`config.mk`:
```
export PLATFORM = sky130hd
export DESIGN_NAME = enemy_pool_flat
export DESIGN_NICKNAME = d
export VERILOG_FILES = /design/src/rtl/enemy_pool_if.sv /design/src/rtl/enemy_pool.sv /design/src/flat_wrapper.sv
export SDC_FILE = /design/constraint.sdc
export NUM_CORES = 1
export LEC_CHECK = 0
export CAP_MARGIN = 15
export CORE_ASPECT_RATIO = 1.2
export CORE_UTILIZATION = 34
export DETAILED_ROUTE_END_ITERATION = 7
export GPL_ROUTABILITY_DRIVEN = 0
export RECOVER_POWER = 100
export SYNTH_ARGS = -nofsm -noshare
export SYNTH_HDL_FRONTEND = slang
export SYNTH_SLANG_ARGS = --single-unit
```
`constraint.sdc`:
```
create_clock -name clk_run -period 10.8 [get_ports clk_run]
set_clock_uncertainty 0.05 [all_clocks]
set_input_delay 1.08 -clock clk_run [delete_from_list [all_inputs] [get_ports clk_run]]
set_output_delay 1.08 -clock clk_run [all_outputs]
set_load 0.01 [all_outputs]
```
`src/rtl/enemy_pool_if.sv`:
```
// enemy_pool_if
//   Bundles the enemy pool's game-logic and pixel-lookup signals.
//   master: game logic / scan path side (drives requests, reads results).
//   slave : enemy_pool side.
//   Inputs to the pool : en_i, frame_tick_i, rand_i, hit_i, req_x_i, req_y_i
//   Outputs of the pool: pix_vali_o, pix_idx_o, bram_addr_o, spawn_o,
//                        spawn_idx_o, destroy_mask_o, escape_mask_o,
//                        alive_o, active_cnt_o
interface enemy_pool_if #(
    parameter int SLOT_NUM   = 8,
    parameter int SLOT_IDX_W = 3,
    parameter int POS_W      = 10,
    parameter int ADDR_W     = 12
);
    logic                  en_i;
    logic                  frame_tick_i;
    logic [15:0]           rand_i;
    logic [SLOT_NUM-1:0]   hit_i;
    logic [POS_W-1:0]      req_x_i;
    logic [POS_W-1:0]      req_y_i;

    logic                  pix_vali_o;
    logic [SLOT_IDX_W-1:0] pix_idx_o;
    logic [ADDR_W-1:0]     bram_addr_o;
    logic                  spawn_o;
    logic [SLOT_IDX_W-1:0] spawn_idx_o;
    logic [SLOT_NUM-1:0]   destroy_mask_o;
    logic [SLOT_NUM-1:0]   escape_mask_o;
    logic [SLOT_NUM-1:0]   alive_o;
    logic [SLOT_IDX_W:0]   active_cnt_o;

    modport master (
        output en_i, frame_tick_i, rand_i, hit_i, req_x_i, req_y_i,
        input  pix_vali_o, pix_idx_o, bram_addr_o, spawn_o, spawn_idx_o,
               destroy_mask_o, escape_mask_o, alive_o, active_cnt_o
    );

    modport slave (
        input  en_i, frame_tick_i, rand_i, hit_i, req_x_i, req_y_i,
        output pix_vali_o, pix_idx_o, bram_addr_o, spawn_o, spawn_idx_o,
               destroy_mask_o, escape_mask_o, alive_o, active_cnt_o
    );
endinterface

```
`src/rtl/enemy_pool.sv`:
```
// enemy_pool
//   Pool of SLOT_NUM enemy slots (IDLE / ALIVE / EXPLODE). Spawns periodically
//   into the lowest free slot, moves slots down once per frame tick, handles
//   hits and explosions, and answers per-pixel lookups with a registered
//   sprite/explosion BRAM address (one cycle latency).
//   Ports: clk_run (system clock), rst_n (async active-low reset),
//          bus (enemy_pool_if.slave: game-logic and lookup signals).
//   Vertical positions are kept as fixed_y = real_y + Y_SIZE so they never
//   go negative while a sprite enters from the top edge.
module enemy_pool #(
    parameter int SLOT_NUM       = 8,
    parameter int SLOT_IDX_W     = 3,
    parameter int H_DISP         = 640,
    parameter int V_DISP         = 480,
    parameter int X_SIZE         = 50,
    parameter int Y_SIZE         = 40,
    parameter int POS_W          = 10,
    parameter int SPAWN_PERIOD   = 1000,
    parameter int SPAWN_CNT_W    = 10,
    parameter int HP_INIT        = 3,
    parameter int HP_W           = 2,
    parameter int SPEED_SLOW     = 1,
    parameter int SPEED_FAST     = 3,
    parameter int EXPLODE_FRAMES = 8,
    parameter int ADDR_W         = 12
) (
    input logic         clk_run,
    input logic         rst_n,
    enemy_pool_if.slave bus
);
    localparam int PW1      = POS_W + 1;
    localparam int CNT_W    = SLOT_IDX_W + 1;
    localparam int EXP_W    = (EXPLODE_FRAMES > 1) ? $clog2(EXPLODE_FRAMES) : 1;
    localparam int FY_LIMIT = V_DISP + Y_SIZE;

    typedef enum logic [1:0] {S_IDLE = 2'd0, S_ALIVE = 2'd1, S_EXPLODE = 2'd2} slot_state_e;

    slot_state_e           state_q [SLOT_NUM];
    slot_state_e           state_d [SLOT_NUM];
    logic [POS_W-1:0]      x_q     [SLOT_NUM];
    logic [POS_W-1:0]      x_d     [SLOT_NUM];
    logic [POS_W-1:0]      fy_q    [SLOT_NUM];
    logic [POS_W-1:0]      fy_d    [SLOT_NUM];
    logic [HP_W-1:0]       hp_q    [SLOT_NUM];
    logic [HP_W-1:0]       hp_d    [SLOT_NUM];
    logic [EXP_W-1:0]      exp_q   [SLOT_NUM];
    logic [EXP_W-1:0]      exp_d   [SLOT_NUM];
    logic [SLOT_NUM-1:0]   fast_q, fast_d;

    logic [SPAWN_CNT_W-1:0] cnt_q, cnt_d;
    logic                   pend_q, pend_d;

    logic                  spawn_q, spawn_d;
    logic [SLOT_IDX_W-1:0] spawn_idx_q, spawn_idx_d;
    logic [SLOT_NUM-1:0]   destroy_q, destroy_d;
    logic [SLOT_NUM-1:0]   escape_q, escape_d;
    logic                  pix_vali_q, pix_vali_d;
    logic [SLOT_IDX_W-1:0] pix_idx_q, pix_idx_d;
    logic [ADDR_W-1:0]     addr_q, addr_d;

    logic                  free_found;
    logic [SLOT_IDX_W-1:0] free_idx;
    logic                  spawn_now;
    logic [POS_W-1:0]      rand_x, spawn_x;
    logic [PW1-1:0]        fy_next;
    logic [CNT_W-1:0]      active_cnt;
    logic [SLOT_NUM-1:0]   alive_w;
    logic                  unused_rand;

    // Upper rand bits between the x field and the speed bit carry no meaning.
    assign unused_rand = ^bus.rand_i[14:POS_W];

    assign rand_x  = bus.rand_i[POS_W-1:0];
    assign spawn_x = (rand_x > POS_W'(H_DISP - X_SIZE)) ? POS_W'(H_DISP - X_SIZE) : rand_x;

    // Spawn counter, pending request and lowest-free-slot search.
    always_comb begin
        // NOTE: every signal gets a default before any branch so no latch is inferred.
        free_found  = 1'b0;
        free_idx    = '0;
        cnt_d       = cnt_q;
        pend_d      = pend_q;
        // Scan downwards so the lowest IDLE index is the last one written.
        for (int k = SLOT_NUM - 1; k >= 0; k--) begin
            if (state_q[k] == S_IDLE) begin
                free_found = 1'b1;
                free_idx   = SLOT_IDX_W'(k);
            end
        end
        spawn_now = bus.en_i && pend_q && free_found;
        if (!bus.en_i) begin
            cnt_d  = '0;
            pend_d = 1'b0;
        end else if (cnt_q == SPAWN_CNT_W'(SPAWN_PERIOD - 1)) begin
            // A wrap always leaves a request pending; requests never stack.
            cnt_d  = '0;
            pend_d = 1'b1;
        end else begin
            cnt_d = cnt_q + SPAWN_CNT_W'(1);
            if (spawn_now) pend_d = 1'b0;
        end
        spawn_d     = spawn_now;
        spawn_idx_d = spawn_now ? free_idx : '0;
    end

    // Per-slot next state: spawn, hit, motion, escape and explosion.
    always_comb begin
        destroy_d = '0;
        escape_d  = '0;
        fast_d    = fast_q;
        fy_next   = '0;
        for (int k = 0; k < SLOT_NUM; k++) begin
            state_d[k] = state_q[k];
            x_d[k]     = x_q[k];
            fy_d[k]    = fy_q[k];
            hp_d[k]    = hp_q[k];
            exp_d[k]   = exp_q[k];
            fy_next    = PW1'(fy_q[k]) + (fast_q[k] ? PW1'(SPEED_FAST) : PW1'(SPEED_SLOW));
            case (state_q[k])
                S_IDLE: begin
                    if (spawn_now && free_idx == SLOT_IDX_W'(k)) begin
                        state_d[k] = S_ALIVE;
                        hp_d[k]    = HP_W'(HP_INIT);
                        fy_d[k]    = '0;
                        x_d[k]     = spawn_x;
                        fast_d[k]  = bus.rand_i[15];
                    end
                end
                S_ALIVE: begin
                    if (bus.hit_i[k] && hp_q[k] == HP_W'(1)) begin
                        // A kill outranks an escape in the same frame.
                        state_d[k]   = S_EXPLODE;
                        hp_d[k]      = '0;
                        exp_d[k]     = '0;
                        destroy_d[k] = 1'b1;
                    end else begin
                        if (bus.hit_i[k]) hp_d[k] = hp_q[k] - HP_W'(1);
                        if (bus.frame_tick_i) begin
                            if (fy_next >= PW1'(FY_LIMIT)) begin
                                state_d[k]  = S_IDLE;
                                escape_d[k] = 1'b1;
                            end else begin
                                fy_d[k] = fy_next[POS_W-1:0];
                            end
                        end
                    end
                end
                S_EXPLODE: begin
                    if (bus.frame_tick_i) begin
                        if (exp_q[k] == EXP_W'(EXPLODE_FRAMES - 1)) state_d[k] = S_IDLE;
                        else exp_d[k] = exp_q[k] + EXP_W'(1);
                    end
                end
                default: state_d[k] = S_IDLE;
            endcase
        end
    end

    // Pixel lookup: lowest covering slot wins; explosion frames sit in the
    // upper half of the BRAM.
    logic [PW1-1:0] rx, ry, xk, fyk, sel_dx, sel_dy;
    logic           sel_exp;

    always_comb begin
        rx         = PW1'(bus.req_x_i);
        ry         = PW1'(bus.req_y_i) + PW1'(Y_SIZE);
        xk         = '0;
        fyk        = '0;
        pix_vali_d = 1'b0;
        pix_idx_d  = '0;
        sel_dx     = '0;
        sel_dy     = '0;
        sel_exp    = 1'b0;
        for (int k = SLOT_NUM - 1; k >= 0; k--) begin
            xk  = PW1'(x_q[k]);
            fyk = PW1'(fy_q[k]);
            if (state_q[k] != S_IDLE && xk <= rx && rx < xk + PW1'(X_SIZE) &&
                fyk <= ry && ry < fyk + PW1'(Y_SIZE)) begin
                pix_vali_d = 1'b1;
                pix_idx_d  = SLOT_IDX_W'(k);
                sel_dx     = rx - xk;
                sel_dy     = ry - fyk;
                sel_exp    = (state_q[k] == S_EXPLODE);
            end
        end
        addr_d = ADDR_W'(sel_dy) * ADDR_W'(X_SIZE) + ADDR_W'(sel_dx) +
                 (sel_exp ? ADDR_W'(X_SIZE * Y_SIZE) : ADDR_W'(0));
    end

    always_ff @(posedge clk_run or negedge rst_n) begin
        if (!rst_n) begin
            // NOTE: the slot arrays are small register files holding live game
            // state, so they are reset explicitly rather than left undefined.
            for (int k = 0; k < SLOT_NUM; k++) begin
                state_q[k] <= S_IDLE;
                x_q[k]     <= '0;
                fy_q[k]    <= '0;
                hp_q[k]    <= '0;
                exp_q[k]   <= '0;
            end
            fast_q      <= '0;
            cnt_q       <= '0;
            pend_q      <= 1'b0;
            spawn_q     <= 1'b0;
            spawn_idx_q <= '0;
            destroy_q   <= '0;
            escape_q    <= '0;
            pix_vali_q  <= 1'b0;
            pix_idx_q   <= '0;
            addr_q      <= '0;
        end else begin
            // NOTE: non-blocking assignments keep every register sampling
            // pre-edge values regardless of statement order.
            for (int k = 0; k < SLOT_NUM; k++) begin
                state_q[k] <= state_d[k];
                x_q[k]     <= x_d[k];
                fy_q[k]    <= fy_d[k];
                hp_q[k]    <= hp_d[k];
                exp_q[k]   <= exp_d[k];
            end
            fast_q      <= fast_d;
            cnt_q       <= cnt_d;
            pend_q      <= pend_d;
            spawn_q     <= spawn_d;
            spawn_idx_q <= spawn_idx_d;
            destroy_q   <= destroy_d;
            escape_q    <= escape_d;
            pix_vali_q  <= pix_vali_d;
            pix_idx_q   <= pix_idx_d;
            addr_q      <= addr_d;
        end
    end

    always_comb begin
        active_cnt = '0;
        alive_w    = '0;
        for (int k = 0; k < SLOT_NUM; k++) begin
            alive_w[k] = (state_q[k] == S_ALIVE);
            if (state_q[k] != S_IDLE) active_cnt = active_cnt + CNT_W'(1);
        end
    end

    assign bus.pix_vali_o     = pix_vali_q;
    assign bus.pix_idx_o      = pix_idx_q;
    assign bus.bram_addr_o    = addr_q;
    assign bus.spawn_o        = spawn_q;
    assign bus.spawn_idx_o    = spawn_idx_q;
    assign bus.destroy_mask_o = destroy_q;
    assign bus.escape_mask_o  = escape_q;
    assign bus.alive_o        = alive_w;
    assign bus.active_cnt_o   = active_cnt;
endmodule

```
`src/flat_wrapper.sv`:
```
// flat-port wrapper written by rule: the top's interface ports become plain ports
module enemy_pool_flat 
#(
    parameter int SLOT_NUM       = 8,
    parameter int SLOT_IDX_W     = 3,
    parameter int H_DISP         = 640,
    parameter int V_DISP         = 480,
    parameter int X_SIZE         = 50,
    parameter int Y_SIZE         = 40,
    parameter int POS_W          = 10,
    parameter int SPAWN_PERIOD   = 1000,
    parameter int SPAWN_CNT_W    = 10,
    parameter int HP_INIT        = 3,
    parameter int HP_W           = 2,
    parameter int SPEED_SLOW     = 1,
    parameter int SPEED_FAST     = 3,
    parameter int EXPLODE_FRAMES = 8,
    parameter int ADDR_W         = 12
)
  (clk_run, rst_n, bus_en_i, bus_frame_tick_i, bus_rand_i, bus_hit_i, bus_req_x_i, bus_req_y_i, bus_pix_vali_o, bus_pix_idx_o, bus_bram_addr_o, bus_spawn_o, bus_spawn_idx_o, bus_destroy_mask_o, bus_escape_mask_o, bus_alive_o, bus_active_cnt_o);
  enemy_pool_if #(.SLOT_NUM(SLOT_NUM), .SLOT_IDX_W(SLOT_IDX_W), .POS_W(POS_W), .ADDR_W(ADDR_W)) bus_i ();
  input logic clk_run;
  input logic rst_n;
  input wire logic [$bits(bus_i.en_i)-1:0] bus_en_i;
  input wire logic [$bits(bus_i.frame_tick_i)-1:0] bus_frame_tick_i;
  input wire logic [$bits(bus_i.rand_i)-1:0] bus_rand_i;
  input wire logic [$bits(bus_i.hit_i)-1:0] bus_hit_i;
  input wire logic [$bits(bus_i.req_x_i)-1:0] bus_req_x_i;
  input wire logic [$bits(bus_i.req_y_i)-1:0] bus_req_y_i;
  output wire logic [$bits(bus_i.pix_vali_o)-1:0] bus_pix_vali_o;
  output wire logic [$bits(bus_i.pix_idx_o)-1:0] bus_pix_idx_o;
  output wire logic [$bits(bus_i.bram_addr_o)-1:0] bus_bram_addr_o;
  output wire logic [$bits(bus_i.spawn_o)-1:0] bus_spawn_o;
  output wire logic [$bits(bus_i.spawn_idx_o)-1:0] bus_spawn_idx_o;
  output wire logic [$bits(bus_i.destroy_mask_o)-1:0] bus_destroy_mask_o;
  output wire logic [$bits(bus_i.escape_mask_o)-1:0] bus_escape_mask_o;
  output wire logic [$bits(bus_i.alive_o)-1:0] bus_alive_o;
  output wire logic [$bits(bus_i.active_cnt_o)-1:0] bus_active_cnt_o;
  assign bus_i.en_i = bus_en_i;
  assign bus_i.frame_tick_i = bus_frame_tick_i;
  assign bus_i.rand_i = bus_rand_i;
  assign bus_i.hit_i = bus_hit_i;
  assign bus_i.req_x_i = bus_req_x_i;
  assign bus_i.req_y_i = bus_req_y_i;
  assign bus_pix_vali_o = bus_i.pix_vali_o;
  assign bus_pix_idx_o = bus_i.pix_idx_o;
  assign bus_bram_addr_o = bus_i.bram_addr_o;
  assign bus_spawn_o = bus_i.spawn_o;
  assign bus_spawn_idx_o = bus_i.spawn_idx_o;
  assign bus_destroy_mask_o = bus_i.destroy_mask_o;
  assign bus_escape_mask_o = bus_i.escape_mask_o;
  assign bus_alive_o = bus_i.alive_o;
  assign bus_active_cnt_o = bus_i.active_cnt_o;
  enemy_pool #(.SLOT_NUM(SLOT_NUM), .SLOT_IDX_W(SLOT_IDX_W), .H_DISP(H_DISP), .V_DISP(V_DISP), .X_SIZE(X_SIZE), .Y_SIZE(Y_SIZE), .POS_W(POS_W), .SPAWN_PERIOD(SPAWN_PERIOD), .SPAWN_CNT_W(SPAWN_CNT_W), .HP_INIT(HP_INIT), .HP_W(HP_W), .SPEED_SLOW(SPEED_SLOW), .SPEED_FAST(SPEED_FAST), .EXPLODE_FRAMES(EXPLODE_FRAMES), .ADDR_W(ADDR_W)) u_core (.clk_run(clk_run), .rst_n(rst_n), .bus(bus_i));
endmodule
```
* Yosys cells after proc, flatten, opt, wreduce, memory -nomap -nowiden
Cells that the tools add are included.
** Word-level totals
- Bits in latches :: 0
- Output and inout port bits :: 48
- Memory bits (writable) :: 0
- Input bits :: 48
- ROM bits :: 0
- Bits in registers :: 271
- Word-level logic and storage cells :: 706
- Memories kept :: 0
** Cells by class
- Mux-type cells :: 288
- $mul :: 1
- Equal/unequal tests :: 129
- Reductions and logical operators :: 123
- Divide/modulo/power cells :: 0
- Add/subtract/negate cells :: 67
- $lt $le $gt $ge :: 41
- Shifts and indexed selects :: 0
- Bitwise logic cells :: 0
** Operators with widths (count)
- $mux W10 :: 35
- $add A10 B6 Y11 const B :: 17
- $mux W11 :: 17
- $mux W2 :: 80
- $pmux W10 S2 :: 8
- $mux W3 :: 41
- $ne A2 B2 Y1 const B :: 48
- $add A10 B11 Y11 :: 8
- $ge A11 B10 Y1 const B :: 8
- $le A10 B11 Y1 :: 8
- $lt A10 B11 Y1 :: 8
- $lt A11 B11 Y1 :: 8
- $sub A10 B10 Y11 :: 8
- $sub A11 B10 Y11 :: 8
- $le A10 B10 Y1 :: 8
- $reduce_and A5 Y1 :: 16
- $mux W1 :: 76
- $logic_and A1 B1 Y1 :: 50
- $ne A3 B2 Y1 const B :: 16
- $pmux W2 S3 :: 8
- $pmux W3 S2 :: 8
- $reduce_bool A2 Y1 :: 24
- $eq A3 B3 Y1 const B :: 12
- $eq A2 B1 Y1 const B :: 16
- other kinds (22) :: 113

* Logic depth before layout (Yosys ltp)
Gate-level depths: netlist of the first run.
- Depth in word-level cells :: 16
- Gate-level depth with buffers :: 39
- Gate-level depth less buffers :: 37

* Worst setup path before layout of the first run
OpenSTA, ideal clock, no wires.
- Kind :: input to register
- From :: input bus_req_y_i[8]
- To :: register u_core.addr_q[11], in the netlist u_core.bus.bram_addr_o[11]
- Library setup time :: 0.140 ns
- Stages :: 35
- Path slack :: 1.475 ns
- Data arrival time :: 9.135 ns
- Path buffers :: 2
- Cell sequence :: and3_1 > o21ai_0 > xnor2_1 > ha_1 > and3_1 > a2111oi_0 > o211ai_1 > a311oi_1 > nand3_1 > nand2b_1 > clkbuf_1 > clkbuf_1 > o22ai_1 > mux2i_1 > a211oi_1 > a21oi_1 > o21ai_0 > ha_1 > ha_1 > inv_1 > fa_1 > inv_1 > ha_1 > a21oi_1 > xnor2_1 > fa_1 > inv_1 > ha_1 > o41ai_1 > o21ai_0 > xor2_1 > inv_1 > or3_1 > a2111oi_0 > a311oi_1
** Between the ends
- Longest elaborated chain between the ends :: 15
** Ends and longest elaborated chain
- start: declaration :: RTL line flat_wrapper.sv:29 : input wire logic [$bits(bus_i.req_y_i)-1:0] bus_req_y_i;
- $add A10 B6 Y11 * :: RTL line enemy_pool.sv:166 : ry = PW1'(bus.req_y_i) + PW1'(Y_SIZE);
- $le A10 B11 Y1 :: RTL line enemy_pool.sv:178 : fyk <= ry && ry < fyk + PW1'(Y_SIZE)) begin
- $logic_and A1 B1 Y1 :: RTL line enemy_pool.sv:177 : if (state_q[k] != S_IDLE && xk <= rx && rx < xk + PW1'(X_SIZE) &&
- $logic_and A1 B1 Y1 :: RTL line enemy_pool.sv:178
- $mux W11 (8 in series) :: RTL line enemy_pool.sv:177
- $mul A11 B5 Y11 :: RTL line enemy_pool.sv:186 : addr_d = ADDR_W'(sel_dy) * ADDR_W'(X_SIZE) + ADDR_W'(sel_dx) +
- $add A12 B11 Y12 :: RTL line enemy_pool.sv:186
- $add A12 B12 Y12 * :: RTL line enemy_pool.sv:186
- net u_core.addr_d[11] :: RTL line enemy_pool.sv:59 : logic [ADDR_W-1:0] addr_q, addr_d;
- end signal: assignment :: RTL line enemy_pool.sv:230 : addr_q <= addr_d;
- end: declaration :: RTL line enemy_pool.sv:59
Mark *: on every way through the listed nets, which the timed path passes. The rest lies on a longest branch.
A chain may end at the register's enable or synchronous reset.

* Final worst setup path of the first run
- From :: input bus_req_y_i[5]
- To :: register u_core.addr_q[11], in the netlist u_core.bus.bram_addr_o[11]
The elaborated chain is that of the path after synthesis.

==> flow_metrics.py, run 1 <==
metrics = {
    "clock_network": {
        "h-tree-depth": 2,
        "insertion_delay_ps": 580,
        "cts_root_buf": "clkbuf_16",
        "clockBufferDepth": 3,
        "cts.clk_slew.worst_paths_ps": 60,
        "cts_buffers": 35,
        "clock-sinks": 271,
        "tritoncts": "done",
    },
    "die": {
        "pin_count": 96,
        "die_x_um": 264,
        "start_util": 0.343,
        "rows": 115,
        "dieArea_mm2": 0.0836,
        "die_height_um": 317,
        "placeableCoreArea_mm2": 0.0817,
    },
    "sta": {
        "fin_crit_ps": 10160,
        "rsz0062_at_grt": "no",
        "worst_slew_pin_slew_ps": 5760,
        "timing.hold.ws_ps": 403,
        "period_share": 0.941,
        "fin_tns_setup_ps": 0,
        "slew_headroom": -2.84,
        "drv_slew": 306,
        "setup_viol": 0,
        "max_freq_mhz": 98.4,
        "finalWorstSetupSlack_ps": 639,
        "hold_violations": 0,
    },
    "pwr": {
        "powerDensity_mw_per_mm2": 99.8,
        "p_leak_nw": 13.9,
        "ir_drop_v": 0.0000790,
    },
    "route": {
        "detail_route.iter0.violations": 1727,
        "dr.pass1.iters": 6,
        "vias": 25700,
        "wl_per_cell_um": 19.2,
        "drcViolationCount": 0,
        "routed_wl_um": 89200,
        "ant_nets": 0,
        "vias_per_cell": 5.54,
    },
    "place": {
        "dp_hpwl_um": 70700,
        "dp_slack_ps": 5.73,
        "dp_cells": 4581,
        "port_buffers": 90,
    },
    "layout": {
        "final_cell_mix": "ha_1, nand2_1, o21ai_0",
        "drive_gt1_frac": 0.0471,
        "area_delta_synth_final_pct": 12.7,
        "final_common_cell": "ha_1",
        "nets": 4037,
        "fin_cells": 4644,
    },
    "critical_path": {
        "start_kind": "input pin",
        "crit_top_cell": "ha_1",
        "arrival_ps": 10540,
        "crit-reg2reg-launch": "u_core.fy_q[6]",
        "worstSetupPathType": "input pin to flip-flop",
        "reg2regPathDepth": 36,
        "r2r-end": "u_core.bus.bram_addr_o[11]",
        "r2r_slack_ps": 1350,
        "crit_fanout": 4,
        "startpoint": "bus_req_y_i[5]",
        "endpoint_kind": "flip-flop",
        "slowest_stage": "clkdlybuf4s50_1",
        "critical-path-max-stage-delay_ps": 560,
        "endpoint": "u_core.bus.bram_addr_o[11]",
        "crit_required_ps": 11180,
    },
    "flow_run": {
        "drv_cap": 5,
    },
    "yosys": {
        "netlist_instances": 3464,
        "syn_area_mm2": 0.0280,
        "synth_nets": 3934,
        "synth_edf_count": 0,
        "synth_seq_area_share": 0.242,
        "postSynth.asyncResetShare": 1.00,
        "synth_flop_cell": "dfrtp_1",
        "yosys_warnings": 0,
        "ys_ff_latch": 271,
        "synth.distinct_cells": 85,
        "synth_area_per_cell_um2": 8.09,
    },
    "grt": {
        "grt_overflow_total": 0,
        "grt_pass1_vias": 24400,
        "grt_pass1_wl_um": 139000,
        "grt_start_max_net_pins": 93,
        "antenna_found_initial": 1,
        "track_usage": 0.211,
    },
    "status": {
        "status": "complete, but fails checks",
        "violations": "capacitance limit, slew limit",
    },
    "min_path": {
        "hold_path.class": "flip-flop to flip-flop",
    },
}
## kinds of logic after synthesis
group / share of synthesized area
adder cells (fa/ha/maj): 0.198
multiplexers: 0.00683
AO/OA/AOI/OAI: 0.235
AND/OR/NAND/NOR: 0.185
buffers and inverters: 0.0511
XOR/XNOR: 0.0819
flip-flops: 0.242
## Yosys cell counts, drive strengths merged (10+ instances only)
cell type / number / area share
o21a: 43 / 0.012
o31ai: 30 / 0.0080
a31oi: 45 / 0.010
a2111oi: 18 / 0.0072
ha: 386 / 0.17
nor2: 228 / 0.031
xnor2: 203 / 0.063
nand4: 50 / 0.011
o211ai: 27 / 0.0072
clkbuf: 96 / 0.013
a22o: 11 / 0.0034
dfrtp: 271 / 0.24
nor4: 27 / 0.0066
o22ai: 18 / 0.0040
and4: 10 / 0.0031
nor3b: 11 / 0.0029
o21bai: 25 / 0.0067
nand2: 338 / 0.045
nand3b: 13 / 0.0035
or2: 25 / 0.0056
nand3: 125 / 0.022
nand2b: 33 / 0.0074
a211o: 14 / 0.0044
nor3: 76 / 0.014
and3: 37 / 0.0083
inv: 267 / 0.036
o21ai: 349 / 0.062
xor2: 59 / 0.018
o31a: 13 / 0.0041
fa: 36 / 0.026
a211oi: 43 / 0.012
and2: 20 / 0.0045
or4: 11 / 0.0029
or3: 21 / 0.0049
o41ai: 23 / 0.0072
nor2b: 39 / 0.0087
a21o: 68 / 0.018
a21oi: 220 / 0.039
## routing by layer
metal / track usage / part of all wire / vias to the layer above
li1: - / - / 12700
met1: 0.272 / 0.44 / 12200
met2: 0.360 / 0.47 / 625
met3: 0.0215 / 0.044 / 155
met4: 0.0892 / 0.044 / 0
met5: 0 / 0 / -
## worst min path at each step
| stage | start | end | slack, ps | depth (start not counted) |
|---|---|---|---|---|
| global route | u_core.cnt_q[0] | u_core.cnt_q[0] | 440 | 1 |
| detailed placement | u_core.state_q[13] | u_core.state_q[12] | 390 | 1 |
| floorplan | u_core.state_q[13] | u_core.state_q[12] | 370 | 1 |
| finish | u_core.state_q[13] | u_core.state_q[12] | 400 | 1 |
| global placement | u_core.state_q[13] | u_core.state_q[12] | 390 | 1 |
| CTS | u_core.state_q[13] | u_core.state_q[12] | 410 | 1 |
## sequential cells by signal, summed over array words and instances (netlist names)
name / count
u_core.fy_q: 80
u_core.x_q: 80
u_core.exp_q: 24
u_core.hp_q: 16
u_core.state_q: 16
u_core.bus.bram_addr_o: 12
u_core.cnt_q: 10
u_core.bus.destroy_mask_o: 8
u_core.bus.escape_mask_o: 8
u_core.fast_q: 8
u_core.bus.pix_idx_o: 3
u_core.bus.spawn_idx_o: 3
u_core.bus.pix_vali_o: 1
u_core.bus.spawn_o: 1
u_core.pend_q: 1
## timing repair
| action | in CTS | in global routing |
|---|---|---|
| hold buffers | 0 | 0 |
| resized for setup | 0 | 1 |
| hold endpoints to repair | 0 | 0 |
| buffers inserted | 0 | 2 |
| endpoints found under the setup margin | 0 | 1 |
## stage by stage
step,power [W],util,instance area [um2]
5_1_grt,0.00333,0.386,31600
4_1_cts,0.00320,0.387,31600
3_5_place_dp,0.00198,0.373,30500
2_1_floorplan,0.00167,-,28000
3_3_place_gp,0.00197,0.373,30500
6_report,0.00315,0.386,31600
## worst max-delay path, delay by kind of cell
family                   cells  cell delay, ps
AO/OA/AOI/OAI               14            3870
adder cells (fa/ha/maj)      7            2390
buffers and inverters        7            1240
AND/OR/NAND/NOR              5            1000
XOR/XNOR                     3             940
## power by group
| group | switching [W] | leakage [nW] | internal (W) |
|---|---|---|---|
| Combinational | 0.000518 | 9.73 | 0.000356 |
| Clock | 0.000497 | 0.552 | 0.000691 |
| Sequential | 0.0000362 | 3.64 | 0.00105 |
## final cells by class
class / instances / area [um2]
Sequential cell: 271 / 6780
Tap cell: 1053 / 1320
Multi-Input combinational cell: 2815 / 19900
Clock buffer: 46 / 978
Clock inverter: 14 / 155
Antenna cell: 1 / 2.50
Inverter: 274 / 1030
Fill cell: 8407 / 50100
Timing Repair Buffer: 170 / 1450
Note: power is estimated with default switching activity, not from simulation.
==> inputs of run 2 (changes only) <==
CAP_MARGIN = default   (was 15)
SLEW_MARGIN = 20   (was default)
==> flow_metrics.py, run 2 (synthesis gave the netlist of run 1 again) <==
metrics = {
    "min_path": {
        "hold_path.class": "flip-flop to flip-flop",
    },
    "critical_path": {
        "slowest_stage": "xnor2_2",
        "crit_required_ps": 11200,
        "path_buf_inv": 6,
        "crit_top_cell": "ha_1",
        "crit_fanout": 4,
        "worstSetupPathType": "input pin to flip-flop",
        "arrival_ps": 10700,
        "start_kind": "input pin",
        "endpoint_kind": "flip-flop",
        "critical-path-max-stage-delay_ps": 680,
        "critical_path.top_delay_family": "compound AO/OA/AOI/OAI gates",
    },
    "place": {
        "dp_hpwl_um": 70800,
        "post_dp_cell_area_mm2": 0.0305,
        "port_buffers": 90,
    },
    "clock_network": {
        "cts_resized": 0,
        "insertion_delay_ps": 590,
        "clock-sinks": 271,
        "clockBufferDepth": 3,
        "cts_root_buf": "clkbuf_16",
        "h-tree-depth": 2,
        "cts.clk_slew.worst_paths_ps": 70,
        "postCtsSetupBuffers": 0,
        "cts_buffers": 35,
        "tritoncts": "done",
        "ctsHoldBuffers": 0,
    },
    "route": {
        "ant_nets": 0,
        "vias": 25700,
        "drcViolationCount": 0,
        "wl_per_cell_um": 19.3,
        "routed_wl_um": 89500,
        "dr.pass1.iters": 5,
        "vias_per_cell": 5.54,
        "detail_route.iter0.violations": 1726,
    },
    "layout": {
        "register_area_mm2": 0.00678,
        "multi_input_area_mm2": 0.0199,
        "final_cell_mix": "ha_1, nand2_1, o21ai_0",
        "fillCellCount": 8365,
        "nets": 4035,
        "utilization": 0.387,
        "area_delta_synth_final_pct": 12.8,
        "fin_area_mm2": 0.0316,
        "final_common_cell": "ha_1",
        "drive_gt1_frac": 0.0479,
        "reg.largest.list": "u_core.fy_q (80), u_core.x_q (80), u_core.exp_q (24)",
    },
    "die": {
        "rows": 115,
        "die_x_um": 264,
        "placeableCoreArea_mm2": 0.0817,
        "start_util": 0.343,
        "pin_count": 96,
        "die_height_um": 317,
        "dieArea_mm2": 0.0836,
    },
    "pwr": {
        "ir_drop_v": 0.000123,
        "powerDensity_mw_per_mm2": 102,
        "p_leak_nw": 14.0,
    },
    "grt": {
        "grt_pass1_vias": 24400,
        "grt_overflow_total": 0,
        "grt_start_max_net_pins": 93,
        "antenna_found_initial": 1,
        "track_usage": 0.212,
        "grt_pass1_wl_um": 139000,
    },
    "status": {
        "status": "complete, but fails checks",
        "violations": "capacitance limit, slew limit",
    },
    "sta": {
        "worst_slew_pin_slew_ps": 5870,
        "slew_headroom": -2.91,
        "hold_violations": 0,
        "drv_slew": 306,
        "fin_crit_ps": 10300,
        "period_share": 0.954,
        "max_freq_mhz": 97.0,
        "rsz0062_at_grt": "no",
        "setup_viol": 0,
    },
    "flow_run": {
        "drv_cap": 5,
    },
}
run 2: cell types whose count changed in the layout (fill, tap and decap cells not counted), sizes merged:
cell / previous run / this run
bufinv: 2 / 4
clkinv: 14 / 16
clkinvlp: 2 / 0
inv: 270 / 269
run 2: worst paths after layout:
check                           slack [ps]  cells after the start             from                          to
worst min register to register         410                      1  u_core.cnt_q[0]             u_core.cnt_q[0]
worst max register to register        1380                     37   u_core.fy_q[6]  u_core.bus.bram_addr_o[11]
worst max-delay path                   500                     35   bus_req_y_i[5]  u_core.bus.bram_addr_o[11]
max in group asynchronous             2520                      2            rst_n              u_core.fy_q[4]
min in group asynchronous             2610                      1            rst_n   u_core.bus.bram_addr_o[9]
worst min-delay path                   410                      1  u_core.cnt_q[0]             u_core.cnt_q[0]
run 2: worst register-to-register path: cells and delay by family, from the launching register on:
| kind | cells | cell delay (ps) |
|---|---|---|
| xor gates and xnor gates | 3 | 650 |
| DFF | 1 | 510 |
| and+or+nand+nor | 6 | 1250 |
| adders and majority gates | 7 | 2310 |
| AOI/OAI and AO/OA | 13 | 3660 |
| buffers and inverters | 8 | 860 |
run 2: area by class of cell:
class	count	share of cell area
Clock buffer	48	0.0308
Clock inverter	15	0.00669
Timing Repair Buffer	168	0.0457
Antenna cell	1	0.0000791
Multi-Input combinational cell	2815	0.628
Inverter	274	0.0325
Tap cell	1053	0.0417
Sequential cell	271	0.214
run 2: metrics by stage:
step / setup TNS [ps] / worst slack, ps / instances / power [W] / hold WS (ps)
after floorplan: 0 / 1480 / 3464 / 0.00167 / 369
after global placement: 0 / 136 / 4581 / 0.00197 / 385
after detailed placement: -9.24 / -9.24 / 4581 / 0.00198 / 393
after CTS: 0 / 566 / 4644 / 0.00325 / 416
after global routing: 0 / 8.98 / 4644 / 0.00338 / 444
final: 0 / 496 / 4645 / 0.00321 / 408
run 2: layer usage:
layer  track usage  routed length [um]
met1         0.270               40100
met2         0.359               41900
met3        0.0254                3520
met4        0.0947                4060
met5             0                   0
run 2: power by group:
part	switching, W	internal [W]
Combinational	0.000517	0.000355
Sequential	0.0000362	0.00105
Clock	0.000514	0.000735
Total	0.00107	0.00214
